===== src/rtl/spc_reg_wr_arb.sv =====
// ---------------------------------------------------------------------------
// spc_reg_wr_arb
// Arbitrates write requests from four requesters onto the single user write
// port of the special register file. Idle cycles use round-robin priority.
// A requester that wins with its lock bit high gets exclusive ownership of
// the port (LOCKED state) until it drops lock. If it holds LOCKED for
// LOCK_MAX cycles without being served, ownership is taken away and
// lock_err pulses.
//
// Ports
//   clk            : single clock, rising edge
//   reset          : synchronous active-high reset
//   req[3:0]       : per-requester write request
//   lock[3:0]      : per-requester atomic-sequence hold, sampled with req
//   req_addr[11:0] : 3-bit register address per requester ([3i+2:3i])
//   req_data[127:0]: 32-bit write data per requester ([32i+31:32i])
//   gnt[3:0]       : registered one-hot grant pulse
//   wr_usr_enable  : registered write strobe to the register file
//   write_usr_addr : registered write address
//   usr_data       : registered write data
//   busy           : high while the arbiter is in LOCKED
//   lock_err       : one-cycle pulse on a LOCK_MAX forced release
//
// Configuration macro
//   SPC_ARB_ZR_PROTECT_EN : when defined, writes to address 0 are still
//                           granted but the write strobe is suppressed.
// ---------------------------------------------------------------------------
module spc_reg_wr_arb #(
    parameter int LOCK_MAX = 8
) (
    input  logic         clk,
    input  logic         reset,
    input  logic [3:0]   req,
    input  logic [3:0]   lock,
    input  logic [11:0]  req_addr,
    input  logic [127:0] req_data,
    output logic [3:0]   gnt,
    output logic         wr_usr_enable,
    output logic [2:0]   write_usr_addr,
    output logic [31:0]  usr_data,
    output logic         busy,
    output logic         lock_err
);

    localparam int CNT_W = $clog2(LOCK_MAX + 1);

    localparam logic ST_IDLE   = 1'b0;
    localparam logic ST_LOCKED = 1'b1;

    logic             r_state;
    logic [1:0]       r_owner;
    logic [CNT_W-1:0] r_cnt;
    logic [1:0]       r_ptr;
    logic [3:0]       r_gnt;
    logic             r_wen;
    logic [2:0]       r_addr;
    logic [31:0]      r_data;
    logic             r_lockErr;

    logic [3:0]       w_elig;
    logic [1:0]       w_cand;
    logic             w_rrValid;
    logic [1:0]       w_rrIdx;
    logic             w_win;
    logic [1:0]       w_winIdx;
    logic [2:0]       w_selAddr;
    logic [31:0]      w_selData;
    logic             w_wrAllowed;
    logic [CNT_W-1:0] w_cntInc;

    // A requester granted this cycle still has its req high when it is
    // arbitrated again, so it is masked out to avoid serving it twice.
    assign w_elig   = req & ~r_gnt;
    assign w_cntInc = r_cnt + CNT_W'(1);

    // Round-robin search starting one past the last winner and wrapping
    // back to the last winner itself, which therefore has lowest priority.
    always_comb begin
        w_rrValid = 1'b0;
        w_rrIdx   = 2'd0;
        w_cand    = 2'd0;
        for (int k = 1; k <= 4; k++) begin
            w_cand = r_ptr + k[1:0];
            if (!w_rrValid && w_elig[w_cand]) begin
                w_rrValid = 1'b1;
                w_rrIdx   = w_cand;
            end
        end
    end

    // In LOCKED only the owner may be served; everyone else waits.
    always_comb begin
        w_win    = 1'b0;
        w_winIdx = 2'd0;
        if (r_state == ST_IDLE) begin
            w_win    = w_rrValid;
            w_winIdx = w_rrIdx;
        end else begin
            w_win    = w_elig[r_owner];
            w_winIdx = r_owner;
        end
    end

    // Pick out the winner's address and data slices.
    always_comb begin
        w_selAddr = req_addr[2:0];
        w_selData = req_data[31:0];
        case (w_winIdx)
            2'd0: begin
                w_selAddr = req_addr[2:0];
                w_selData = req_data[31:0];
            end
            2'd1: begin
                w_selAddr = req_addr[5:3];
                w_selData = req_data[63:32];
            end
            2'd2: begin
                w_selAddr = req_addr[8:6];
                w_selData = req_data[95:64];
            end
            default: begin
                w_selAddr = req_addr[11:9];
                w_selData = req_data[127:96];
            end
        endcase
    end

    // Address 0 is the hard-wired zero register; with protection enabled
    // the request is still granted so the requester can move on, but the
    // register file never sees a write strobe for it.
`ifdef SPC_ARB_ZR_PROTECT_EN
    assign w_wrAllowed = (w_selAddr != 3'd0);
`else
    assign w_wrAllowed = 1'b1;
`endif

    // Registered grant/write outputs plus the IDLE/LOCKED state machine.
    // Address and data only move on a grant so they hold between writes.
    // Leaving LOCKED for any reason parks the pointer on the owner so the
    // former owner goes to the back of the round-robin queue.
    always_ff @(posedge clk) begin
        if (reset) begin
            r_state   <= ST_IDLE;
            r_owner   <= 2'd0;
            r_cnt     <= '0;
            r_ptr     <= 2'd3;
            r_gnt     <= 4'b0000;
            r_wen     <= 1'b0;
            r_addr    <= 3'd0;
            r_data    <= 32'd0;
            r_lockErr <= 1'b0;
        end else begin
            r_gnt     <= 4'b0000;
            r_wen     <= 1'b0;
            r_lockErr <= 1'b0;
            if (w_win) begin
                r_gnt  <= 4'b0001 << w_winIdx;
                r_wen  <= w_wrAllowed;
                r_addr <= w_selAddr;
                r_data <= w_selData;
            end
            case (r_state)
                ST_IDLE: begin
                    if (w_win) begin
                        r_ptr <= w_winIdx;
                        if (lock[w_winIdx]) begin
                            r_state <= ST_LOCKED;
                            r_owner <= w_winIdx;
                            r_cnt   <= '0;
                        end
                    end
                end
                default: begin
                    if (!lock[r_owner]) begin
                        r_state <= ST_IDLE;
                        r_ptr   <= r_owner;
                        r_cnt   <= '0;
                    end else if (w_win) begin
                        r_cnt <= '0;
                    end else if (w_cntInc == CNT_W'(LOCK_MAX)) begin
                        r_state   <= ST_IDLE;
                        r_ptr     <= r_owner;
                        r_cnt     <= '0;
                        r_lockErr <= 1'b1;
                    end else begin
                        r_cnt <= w_cntInc;
                    end
                end
            endcase
        end
    end

    assign gnt            = r_gnt;
    assign wr_usr_enable  = r_wen;
    assign write_usr_addr = r_addr;
    assign usr_data       = r_data;
    assign busy           = (r_state == ST_LOCKED);
    assign lock_err       = r_lockErr;

endmodule


===== config.mk =====
export PLATFORM = sky130hd
export DESIGN_NAME = spc_reg_wr_arb
export DESIGN_NICKNAME = d
export VERILOG_FILES = /design/src/rtl/spc_reg_wr_arb.sv
export SDC_FILE = /design/constraint.sdc
export NUM_CORES = 1
export LEC_CHECK = 0
export CAP_MARGIN = 30
export CORE_MARGIN = 4
export CORE_UTILIZATION = 36
export DETAILED_ROUTE_END_ITERATION = 8
export GPL_ROUTABILITY_DRIVEN = 0
export GPL_TIMING_DRIVEN = 0
export PLACE_DENSITY = 0.86
export SLEW_MARGIN = 0
export SYNTH_ARGS = -nofsm -noshare
export SYNTH_HDL_FRONTEND = slang
export SYNTH_SLANG_ARGS = --single-unit
export TNS_END_PERCENT = 30

===== constraint.sdc =====
create_clock -name clk -period 3.56 [get_ports clk]
set_clock_uncertainty 0.15 [all_clocks]
set_input_delay 0.712 -clock clk [delete_from_list [all_inputs] [get_ports clk]]
set_output_delay 0.712 -clock clk [all_outputs]
set_load 0.1 [all_outputs]

# Yosys cells after proc, flatten, opt, wreduce, memory -nomap -nowiden
# Index checks and enable logic that the tools add are counted.
# classes
n_addsub	4
n_lt_le_gt_ge	6
eq_ne	5
shift	1
muxes	45
bitwise_logic	5
reduce_logical	14
# ops
operator	n
32-bit case mux with 3 select lines	1
4-bit 2-to-1 mux	6
1-bit 2-to-1 mux	20
2-bit 2-to-1 mux	10
2-bit by 3-bit less-than comparator with 1-bit output, second input constant	6
1-bit binary-select mux with 2-bit select	7
3-bit case mux with 3 select lines	1
3-bit AND reduction	2
2-bit adder, second input constant	2
4-bit by 1-bit adder with 4-bit output, second input constant	1
4-bit bitwise AND	1
4-bit == test, second input constant	1
4-bit inverter	1
2-bit nonzero test	2
4-bit OR reduction	1
1-bit by 2-bit left shift with 4-bit output, first input constant	1
1-bit logical AND	3
1-bit zero test	3
3-bit by 2-bit != test with 1-bit output, second input constant	1
3-bit != test, second input constant	1
1-bit inverter	3
2-bit by 1-bit adder with 2-bit output, second input constant	1
2-bit by 1-bit == test with 1-bit output, second input constant	1
2-bit == test, second input constant	1
3 further kinds	3
# totals
register_bits	50
input_bits	150

# Depth between registers and ports, before layout
# logic_depth
ltp_word	20
depth_mapped	9
depth_no_buf	8

# Worst setup path after synthesis
# Ideal clock, no wire load.
# synth_path
path_kind	reg-to-reg
startpoint	register r_gnt[3] (netlist: gnt[3])
endpoint	register r_data[20] (netlist: usr_data[20])
arrival_ps	2929
required_ps	3292
slack_ps	363
path_stages_with_launch	10
synth_period_minus_slack_ps	3197
path_cell_list	dfxtp_1 nand2b_4 buf_6 a21oi_1 a211o_1 a22oi_4 buf_12 buf_12 mux4_2 a22o_1
# synth_between
elab_chain_len	17
# synth_lines
element	line	source
start: declaration	54	logic [3:0] r_gnt;
start signal: assignment	157	r_gnt <= 4'b0001 << w_winIdx;
4-bit inverter *	73	assign w_elig = req & ~r_gnt;
4-bit bitwise AND *	73	
1-bit binary-select mux with 2-bit select	84	if (!w_rrValid && w_elig[w_cand]) begin
1-bit 2-to-1 mux (not written as such)	84	
1-bit 2-to-1 mux	84	
1-bit zero test	84	
1-bit logical AND	84	
1-bit 2-to-1 mux	84	
1-bit zero test	84	
1-bit logical AND	84	
1-bit 2-to-1 mux	84	
1-bit zero test	84	
1-bit logical AND	84	
2-bit 2-to-1 mux	84	
2-bit 2-to-1 mux	95	if (r_state == ST_IDLE) begin
2-bit == test, or another cell as far along	108	case (w_winIdx)
32-bit case mux with 3 select lines	108	
end signal: assignment	160	r_data <= w_selData;
end: declaration	57	logic [31:0] r_data;
# Mark *: on every way between the ends. The rest lies on a longest branch, timed or not. The select of a mux whose other input is x is not followed.
# A chain may end at the register's enable or synchronous reset.

# Worst setup path after layout
# layout_path
startpoint	input req[3]
endpoint	register r_data[1] (netlist: usr_data[1])
# layout_between
elab_chain_len	16
# layout_lines
element	line	source
start: declaration	33	input logic [3:0] req,
4-bit bitwise AND *	73	
1-bit binary-select mux with 2-bit select	84	
1-bit 2-to-1 mux (not written as such)	84	
1-bit 2-to-1 mux	84	
1-bit zero test	84	
1-bit logical AND	84	
1-bit 2-to-1 mux	84	
1-bit zero test	84	
1-bit logical AND	84	
1-bit 2-to-1 mux	84	
1-bit zero test	84	
1-bit logical AND	84	
2-bit 2-to-1 mux	84	
2-bit 2-to-1 mux	95	
2-bit == test, or another cell as far along	108	
32-bit case mux with 3 select lines	108	
# Marked as above.

==> results.toml <==
[synthesis]
yosys_warnings = 0
synth_compound_area_share_pct = 19.3
yosys.cell_count.top_type = "dfxtp_1"
synth_top_family_by_area = "multiplexers"
synthAdderAreaFrac_pct = 0.865
syn_nets = 378
syn_area_um2 = 2890
synthDistinctLibCells = 43
syn_area_per_cell_um2 = 12.8
synth_area_leaders = "dfxtp_1, mux4_2, a22o_1"
async_flop_share_pct = 0
synth_edf_count = 0
yosys.area_share.simple_pct = 9.25
netlist_instances = 226
synthTopCellsByCount = "dfxtp_1, a22o_1, mux4_2"
synth-xor-area-share_pct = 0
synth_ff_type = "dfxtp_1"
yosys.area.top_type = "dfxtp_1"
synth-seq-area-share_pct = 34.6
synth-seq-cells = 50
post-synth-top-area-fraction_pct = 34.6
synthMuxAreaShare_pct = 30.5

[detailed_routing]
drc = 0
detail_route.wl_per_cell_um = 18.4
dr.pass1.iters = 4
initialDrtViolationCount = 45
vias = 2820
ant_nets = 0
routed_wirelength_um = 9690
vias_per_cell = 5.35

[final_layout]
fin_nets = 576
post-route-util_pct = 64.9
syn_to_final_growth_pct = 74.3
fin_area_um2 = 5040
antenna_cells = 0
drive_gt1_share_pct = 12.9

[clock_tree]
postCtsSetupBuffers = 0
cts_tree = "yes"
clk_pin_slew_ns = 0.09
cts_sinks = 50
cts_resized = 0
postCtsHoldBufs = 0
clock_latency_ns = 0.30
cts-root-buf = "clkbuf_8"
clk_path_buf_depth = 2
htree_levels = 2
cts_buffers = 5

[power_and_ir_drop]
ir_drop_mv = 0.440
p_per_area_nw_per_um2 = 985
p_leak_nw = 1.92
total_power_w = 0.00497

[flow_run]
cap_viol_max_count = 0

[worst_setup_path]
worst_setup_path_start_kind = "input port"
slowest_delay_ns = 0.52
crit_start = "req[3]"
endpoint_kind = "flip-flop"
critPathBufInv = 3
worstPathCellList = "clkdlybuf4s50_1 -> nand2b_4 -> buf_6 -> a211oi_1 -> a211o_1 -> a21boi_1 -> clkbuf_1 -> mux4_2 -> a22o_1"
cp.arrival_ns = 3.38
reg2reg_from = "gnt[3]$_SDFF_PP0_"
slowest_stage = "clkdlybuf4s50_1"
critical_path_peak_fanout = 10
critPathKind = "in2reg"
crit_family = "compound AO/OA/AOI/OAI gates"
required_ns = 3.60

[floorplan]
fp-row-count = 32
dieArea_um2 = 9540
die_h_um = 97.7
core_area_um2 = 7770
initial_core_util_pct = 37.3
dieWidth_um = 97.7
io_pins = 192

[placed_design]
dp_slack_ns = -0.269
portBuffers = 191
dpl_cell_area_um2 = 4930
hpwl_um = 8170

[grt]
overflow = 0
antenna_found_initial = 0
grt_usage_pct = 19.9
grt_pass1_wl_um = 15200
grt_pass1_vias = 3081
grt_max_degree = 16

[timing]
finalHoldViolCount = 0
fmax_ghz = 0.300
setup_ws_ns = 0.225
max_slew_margin_pct = 32.9
max_slew.worst_pin.slew_ns = 1.00
hold_ws_ns = 0.336
period_minus_slack_ns = 3.34
timing.final.crit_share_pct = 93.7
slew_viol_final = 0
final-setup-viol-count = 0
grt_setup_unrepaired = "no"

[min_path]
hold_class = "reg2reg"
hold_start = "usr_data[28]$_SDFFE_PP0N_"

[status]
status = "complete, no violations"
==> flip-flops by register name, indices dropped and copies added (netlist names) <==
signal          cells
write_usr_addr      3
lock_err            1
r_owner             2
gnt                 4
busy                1
wr_usr_enable       1
r_cnt               4
r_ptr               2
usr_data           32
==> logic make-up (layout without fill, tap and decap cells) <==
| group | count (synthesis) | count (layout) |
|---|---|---|
| AOI/OAI and AO/OA | 66 | 66 |
| DFF | 50 | 50 |
| and+or+nand+nor | 47 | 47 |
| muxes | 39 | 39 |
| buffers and inverters | 22 | 221 |
| adders and majority gates | 2 | 2 |
==> final cells by class <==
| cell class | instances | area, um^2 |
|---|---|---|
| buffer | 19 | 149 |
| clock buffer | 6 | 72.6 |
| clock inverter | 2 | 37.5 |
| fill | 616 | 2720 |
| inverter | 3 | 11.3 |
| multi-input combinational | 154 | 1730 |
| sequential | 50 | 1000 |
| tap | 102 | 128 |
| timing repair buffer | 191 | 1910 |
==> stage by stage <==
step           setup TNS [ns]  cells
3_3_place_gp            -1.65    519
3_5_place_dp            -2.68    519
5_1_grt                     0    527
4_1_cts                     0    527
6_report                    0    527
2_1_floorplan               0    226
==> layout by cell type, fill, tap and decap left out, types with 4 or more instances in the layout <==
cell             synthesis  final
clkbuf_8                 0      5
a211o_1                  4      4
mux4_2                  29     29
mux4_1                   8      8
clkbuf_1                 9      9
nor2_1                   5      5
a22o_1                  35     35
nor3b_1                  4      4
nand2_1                 11     11
buf_2                    4      4
a21oi_1                  7      7
nand3_1                  4      4
nand2b_1                 4      4
clkdlybuf4s50_1          0    191
dfxtp_1                 50     50
==> worst paths after layout <==
kind	slack, ns	depth (start not counted)	end
max	0.22	9	usr_data[1]$_SDFFE_PP0N_
min	0.34	1	usr_data[28]$_SDFFE_PP0N_
max reg2reg	0.76	8	usr_data[1]$_SDFFE_PP0N_
min reg2reg	0.34	1	usr_data[28]$_SDFFE_PP0N_
==> metal layers <==
metal	GRT usage (%)	up-vias	wire length, um
li1	-	1326	-
met1	21.9	1363	3730
met2	37.0	125	5100
met3	5.89	6	769
met4	5.32	0	96
met5	0	-	0
==> report_power, final <==
part           total, W  internal (W)  switching, W
Combinational   0.00368       0.00148       0.00219
Clock          0.000397      0.000210      0.000187
Sequential     0.000891      0.000764      0.000127
Total           0.00497       0.00246       0.00251
Note: power is estimated with default switching activity, not from simulation.
